## src/rtl/seg_scan_display.sv

```systemverilog
// Four-digit multiplexed 7-segment driver: per-frame digit snapshot, leading-zero blanking, dash for non-BCD.
// Outputs are registered one clk behind the slot counter; free-running scan with no backpressure.
module seg_scan_display #(
    parameter int DIV        = 50000,
    parameter bit ACTIVE_LOW = 1'b1,
    parameter bit BLANK_LZ   = 1'b1
) (
    input  logic       clk,
    input  logic       rst,
    input  logic       hold,
    input  logic [3:0] thou_the,
    input  logic [3:0] hund_the,
    input  logic [3:0] ten_the,
    input  logic [3:0] one_the,
    output logic [6:0] seg,
    output logic [3:0] an
);

    localparam int            CW      = (DIV > 1) ? $clog2(DIV) : 1;
    localparam logic [CW-1:0] CNT_MAX = CW'(DIV - 1);
    localparam logic [6:0]    SEG_INV = {7{ACTIVE_LOW}};
    localparam logic [3:0]    AN_INV  = {4{ACTIVE_LOW}};

    logic [CW-1:0] cnt;
    logic          tick;
    logic [1:0]    slot;
    logic [3:0]    lat_thou, lat_hund, lat_ten, lat_one;
    logic [3:0]    cur_dig;
    logic [3:0]    blank;
    logic [3:0]    an_nxt;
    logic [6:0]    seg_nxt;

    assign tick = (cnt == CNT_MAX);

    always_ff @(posedge clk) begin
        if (rst) begin
            cnt  <= '0;
            slot <= '0;
        end else if (tick) begin
            cnt  <= '0;
            slot <= slot + 2'd1;
        end else begin
            cnt  <= cnt + CW'(1);
        end
    end

    // Capture on the last tick of a frame so all four slots of the next frame see one coherent value.
    always_ff @(posedge clk) begin
        if (rst) begin
            lat_thou <= '0;
            lat_hund <= '0;
            lat_ten  <= '0;
            lat_one  <= '0;
        end else if (tick && slot == 2'd3 && !hold) begin
            lat_thou <= thou_the;
            lat_hund <= hund_the;
            lat_ten  <= ten_the;
            lat_one  <= one_the;
        end
    end

    function automatic logic [6:0] decode(input logic [3:0] d);
        case (d)
            4'd0:    decode = 7'b0111111;
            4'd1:    decode = 7'b0000110;
            4'd2:    decode = 7'b1011011;
            4'd3:    decode = 7'b1001111;
            4'd4:    decode = 7'b1100110;
            4'd5:    decode = 7'b1101101;
            4'd6:    decode = 7'b1111101;
            4'd7:    decode = 7'b0000111;
            4'd8:    decode = 7'b1111111;
            4'd9:    decode = 7'b1101111;
            default: decode = 7'b1000000;
        endcase
    endfunction

    // Blanking chains downward from thousands; a non-BCD digit is nonzero and breaks the chain.
    always_comb begin
        blank   = '0;
        cur_dig = lat_one;
        an_nxt  = '0;
        seg_nxt = '0;
        if (BLANK_LZ) begin
            blank[3] = (lat_thou == 4'd0);
            blank[2] = blank[3] && (lat_hund == 4'd0);
            blank[1] = blank[2] && (lat_ten == 4'd0);
        end
        case (slot)
            2'd0:    cur_dig = lat_one;
            2'd1:    cur_dig = lat_ten;
            2'd2:    cur_dig = lat_hund;
            default: cur_dig = lat_thou;
        endcase
        if (!blank[slot]) begin
            an_nxt  = 4'b0001 << slot;
            seg_nxt = decode(cur_dig);
        end
    end

    always_ff @(posedge clk) begin
        if (rst) begin
            an  <= AN_INV;
            seg <= SEG_INV;
        end else begin
            an  <= an_nxt ^ AN_INV;
            seg <= seg_nxt ^ SEG_INV;
        end
    end

endmodule

```

## config.mk

```make
export PLATFORM = sky130hd
export DESIGN_NAME = seg_scan_display
export DESIGN_NICKNAME = d
export VERILOG_FILES = /design/src/rtl/seg_scan_display.sv
export SDC_FILE = /design/constraint.sdc
export NUM_CORES = 1
export LEC_CHECK = 0
export CAP_MARGIN = 10
export CORE_MARGIN = 5
export CORE_UTILIZATION = 50
export DETAILED_ROUTE_END_ITERATION = 8
export GPL_TIMING_DRIVEN = 0
export PLACE_DENSITY = 0.75
export SYNTH_ARGS = -nofsm -noshare
export SYNTH_HDL_FRONTEND = slang
export SYNTH_SLANG_ARGS = --single-unit
```

## constraint.sdc

```tcl
create_clock -name clk -period 2.7 [get_ports clk]
set_clock_uncertainty 0.2 [all_clocks]
set_input_delay 0.54 -clock clk [delete_from_list [all_inputs] [get_ports clk]]
set_output_delay 0.54 -clock clk [all_outputs]
set_load 0.03 [all_outputs]
```

-- Word level (Yosys, flattened, before mapping)
Memory sizes are Yosys's and may differ from the RTL's.
Cells that the tools add are included.
Widths: inputs -> output; s select.
- $add $sub $neg: 2
- $mul: 0
- divide/modulo/power cells: 0
- magnitude comparators: 1
- eq/ne operators: 4
- shift operators: 1
- mux-type cells: 5
- bitwise logic cells: 2
- reductions and logical operators: 10
- operator list (operator ; number):
    $add 16x1->16 const B ; 1
    $eq 16x16->1 const B ; 1
    $logic_not 4->1 ; 3
    $pmux 4 s3 ; 1
    $mux 7 ; 1
    $not 7->7 ; 1
    $eq 2x2->1 const B ; 2
    $logic_and 1x1->1 ; 4
    $mux 4 ; 1
    $not 4->4 ; 1
    $shl 1x2->4 const A ; 1
    $lt 2x3->1 const B ; 1
    $add 2x1->2 const B ; 1
    $bmux 1 s2 ; 1
    $eq 2x1->1 const B ; 1
    $logic_not 2->1 ; 1
    $reduce_or 2->1 ; 1
    $logic_not 1->1 ; 1
    $mux 1 ; 1
- register bits: 45
- bits in latches: 0
- RAM bits: 0
- ROM bits: 112
- input port bits: 19
- output and inout bits: 11
- logic and storage cells: 34
- memories: 1
- memories (memory ; depth ; bits a word ; read ports ; clocked after memory_dff ; wr ports ; RTL line ; source):
    (no name shown) ; 16 ; 7 ; 1 ; 0 ; 0 ; 63 ; case (d)

-- Logic depth before layout (Yosys ltp)
- word-level depth: 7
- mapped depth: 10
- depth with buffers taken out: 10

-- Worst setup path before layout
OpenSTA, ideal clock, no wires.
- path type: register to register
- start point: reg slot[0]
- end point: reg seg[0]
- library setup time: 141 ps
- arrival time: 1968 ps
- required time: 2359 ps
- setup slack: 391 ps
- cell stages (with the launch flop): 10
- path buffers: 1
- clock period less this slack: 2309 ps
- cells stage by stage: dfxtp_1 ha_1 buf_2 mux2i_1 inv_1 ha_1 a211oi_1 a22oi_1 o211ai_1 nand4_1
- cells in the longest elaborated chain, start to end: 5
- elaborated cells on any way between the ends: 9
- classes of those cells: eq/ne (2); mux (4); bitwise (1); reduce/logical (1); memory (1)
- ends and longest elaborated chain (what ; RTL line ; source):
    from (decl) ; 26 ; logic [1:0] slot;
    from (signal assigned) ; 41 ; slot <= slot + 2'd1;
    $eq 2x2->1, or another cell as far along ; 89 ; case (slot)
    $pmux 4 s3 ; 89 ;
    $mem_v2 16x7 ; -- ;
    $mux 7 (*) ; 95 ; if (!blank[slot]) begin
    $not 7->7 (no line) (*) ; -- ;
    to (signal assigned) ; 107 ; seg <= seg_nxt ^ SEG_INV;
    to (decl) ; 15 ; output logic [6:0] seg,
Mark *: on every way between the ends. The rest lies on a longest branch, timed or not. The select of a mux whose other input is x is not followed.
A chain may end at the register's enable or synchronous reset.

-- Final worst setup path
- start point: reg slot[0]
- end point: reg seg[3]
Same word-level chain as after synthesis.

==> results.ini <==
[layout]
diodes = 0
multi_input_area_um2 = 1110
area_growth_syn_to_layout_pct = 23.95
fin_nets = 302
layout-drive-gt1-share = 0.1026
final_area_um2 = 2610
regArea_um2 = 903.4
fin_cells = 323
fillers = 362

[cts]
clock-sinks = 45
cts_tree = yes
insertion_delay_ns = 0.30
root_buffer = clkbuf_8
cts.htree.levels = 2
clkSlewWorstSetupHoldPaths_ns = 0.09
cts_buffers = 5
clock_path_buffers = 2

[worst_setup_path]
cp-start-kind = register
path_cells = inv_1, ha_2, a222oi_1, mux2i_1, ha_1, a211oi_1, a22oi_1, o211ai_1, nand4_1
end_kind = register
worstPathRequired_ns = 2.67
crit_type = reg2reg
max_stage_delay_ns = 0.38
crit_fanout = 5
cp_slowest_cell = dfxtp_2
arrival_ns = 2.39

[global_route]
antenna_found_initial = 0
grt_first_pass_wirelength_um = 7458
grt_max_degree = 15
grtUsageTotal = 0.1755
grt_pass1_vias = 1650
gr-total-overflow = 0

[die]
pin_count = 30
coreArea_um2 = 4029
initial_utilization = 0.5227
dieArea_um2 = 5609
die_y_um = 74.90
num_rows = 23
chipWidth_um = 74.90

[placed_design]
hpwl_um = 3338
gp_congestion = 0.8382
dp.cells = 312
placed_area_um2 = 2459
portBuffers = 29

[yosys]
syn_inst = 233
syn_nets = 263
synth-warning-count = 0
synthArstFlopShare = 0
avgSynthCellArea_um2 = 9.038
ys.flop_type = dfxtp_1
ys_seq_area_frac = 0.4278
synth.ff_latch_count = 45
synth_edf_count = 0
netlist_area_um2 = 2106
yosys.cell_types.count = 39

[drt]
drtIter0Drc = 151
drc_errors = 0
post_drt_via_cell_ratio = 5.628
post_drt_wl_per_cell_um = 14.04
antenna_left = 0
drt_wl_total_um = 4536
vias = 1818
drt_first_pass_iters = 4

[timing]
setup_viol = 0
slew_violations = 0
finalHoldViolCount = 0
rsz0062_at_grt = false
max_freq_mhz = 412.7
min_period_ns = 2.423
fin_crit_sh = 0.8974
relSlewSlack = 0.6176
tightest_slew_ns = 0.5577

[run]
maxCapViolCount = 0

[power]
p_per_area_nw_per_um2 = 489.7
ir_drop_v = 0.0003817
p_leak_nw = 0.9583

[min_path]
min_path_type = reg2reg

[run_status]
status = finished, final reports clean

-- sequential cells by signal, summed over array words and instances, names as in the netlist --
register / flops
lat_ten: 4
seg: 7
lat_thou: 4
lat_one: 4
cnt: 16
an: 4
lat_hund: 4
slot: 2
-- logic make-up (layout without fill, tap and decap cells) --
family | after synthesis | count (layout) | synth area share
AO/OA/AOI/OAI | 60 | 60 | 0.1676
XOR/XNOR | 14 | 14 | 0.05823
adder cells (fa/ha/maj) | 11 | 11 | 0.06536
buffers and inverters | 21 | 61 | 0.04812
flip-flops | 45 | 45 | 0.4278
multiplexers | 5 | 5 | 0.02436
AND/OR/NAND/NOR | 77 | 77 | 0.2086
-- through the flow --
step / power (mW) / TNS, ns / hold WS, ns / setup WS (ns) / utilization
floorplan: 0.7204 / 0 / 0.2262 / 0.3910 / -
global placement: 0.7631 / 0 / 0.2451 / 0.04057 / 0.6102
detailed placement: 0.7643 / -0.05029 / 0.2583 / -0.03571 / 0.6102
CTS: 1.288 / 0 / 0.2780 / 0.05673 / 0.6410
global route: 1.324 / 0 / 0.2858 / 0.04725 / 0.6478
finish: 1.278 / 0 / 0.2670 / 0.2771 / 0.6478
-- per-layer routing --
metal / wire, um / track usage / share of wire
met4: 78 / 0.06522 / 0.017
met1: 2094 / 0.2220 / 0.46
met3: 286 / 0.04940 / 0.063
met2: 2076 / 0.2843 / 0.46
met5: 0 / 0 / 0
-- layout make-up --
cell class              count  share of cell area
flip-flops and latches     45              0.3461
well taps                  50             0.02397
repair buffers             32              0.1198
multi-input cells         167              0.4252
clock buffers               6             0.03164
clock inverters             2             0.01438
plain buffers              12             0.02589
inverters                   9             0.01294
-- worst max-delay path, delay by kind of cell, from the launching register on --
kind / cells / cell delay (ns)
AO/OA/AOI/OAI: 4 / 0.80
adder cells (fa/ha/maj): 2 / 0.48
flip-flops: 1 / 0.38
multiplexers: 1 / 0.21
AND/OR/NAND/NOR: 1 / 0.12
buffers and inverters: 1 / 0.09
-- cell usage in the layout (no fill, tap or decap), types with 3 or more instances in the layout --
cell             Yosys  routed
nand3_1             23      23
inv_1                9       9
o21ai_0             20      20
o211ai_1             5       5
nor2b_1              3       3
clkbuf_8             0       6
a21oi_1             23      23
nand4_1              7       7
xnor2_1              4       4
mux2i_1              4       3
buf_4                1       4
buf_2                3       3
nand2_1              6       6
a222oi_1             3       3
xor2_1              10      10
clkdlybuf4s50_1      0      29
dfxtp_1             45      43
ha_1                11      10
nor2_1              17      17
clkbuf_1             5       5
and4_1               4       4
a211oi_1             3       3
-- cells in the mapped netlist (all sizes together), types with 4 or more instances --
| cell | n | share of area |
|---|---|---|
| xnor2 | 4 | 0.017 |
| o21ai | 21 | 0.052 |
| clkbuf | 5 | 0.0089 |
| a21oi | 23 | 0.055 |
| nand4 | 8 | 0.027 |
| xor2 | 10 | 0.042 |
| nand2 | 6 | 0.011 |
| mux2i | 4 | 0.019 |
| dfxtp | 45 | 0.43 |
| inv | 9 | 0.016 |
| ha | 11 | 0.065 |
| buf | 7 | 0.023 |
| o211ai | 5 | 0.018 |
| nand3 | 24 | 0.059 |
| and4 | 5 | 0.021 |
| nor2 | 17 | 0.030 |
-- report_power, final --
| part | internal (mW) | switching, mW |
|---|---|---|
| Clock | 0.301 | 0.229 |
| Combinational | 0.0389 | 0.0322 |
| Sequential | 0.672 | 0.00473 |
-- what timing repair did --
action,in CTS,in global routing
setup endpoints to repair,2,3
gates resized for setup,1,3
hold buffers,0,0
pin swaps,0,2
setup buffers,0,3
cloned,0,0
hold endpoints to repair,0,0
-- final timing paths --
| path | start | depth (start not counted) | endpoint | slack (ns) |
|---|---|---|---|---|
| min reg2reg | cnt[0] | 1 | cnt[0] | 0.27 |
| min | cnt[0] | 1 | cnt[0] | 0.27 |
| max reg2reg | slot[0] | 9 | seg[3] | 0.28 |
| max | slot[0] | 9 | seg[3] | 0.28 |
Note: power is estimated with default switching activity, not from simulation.
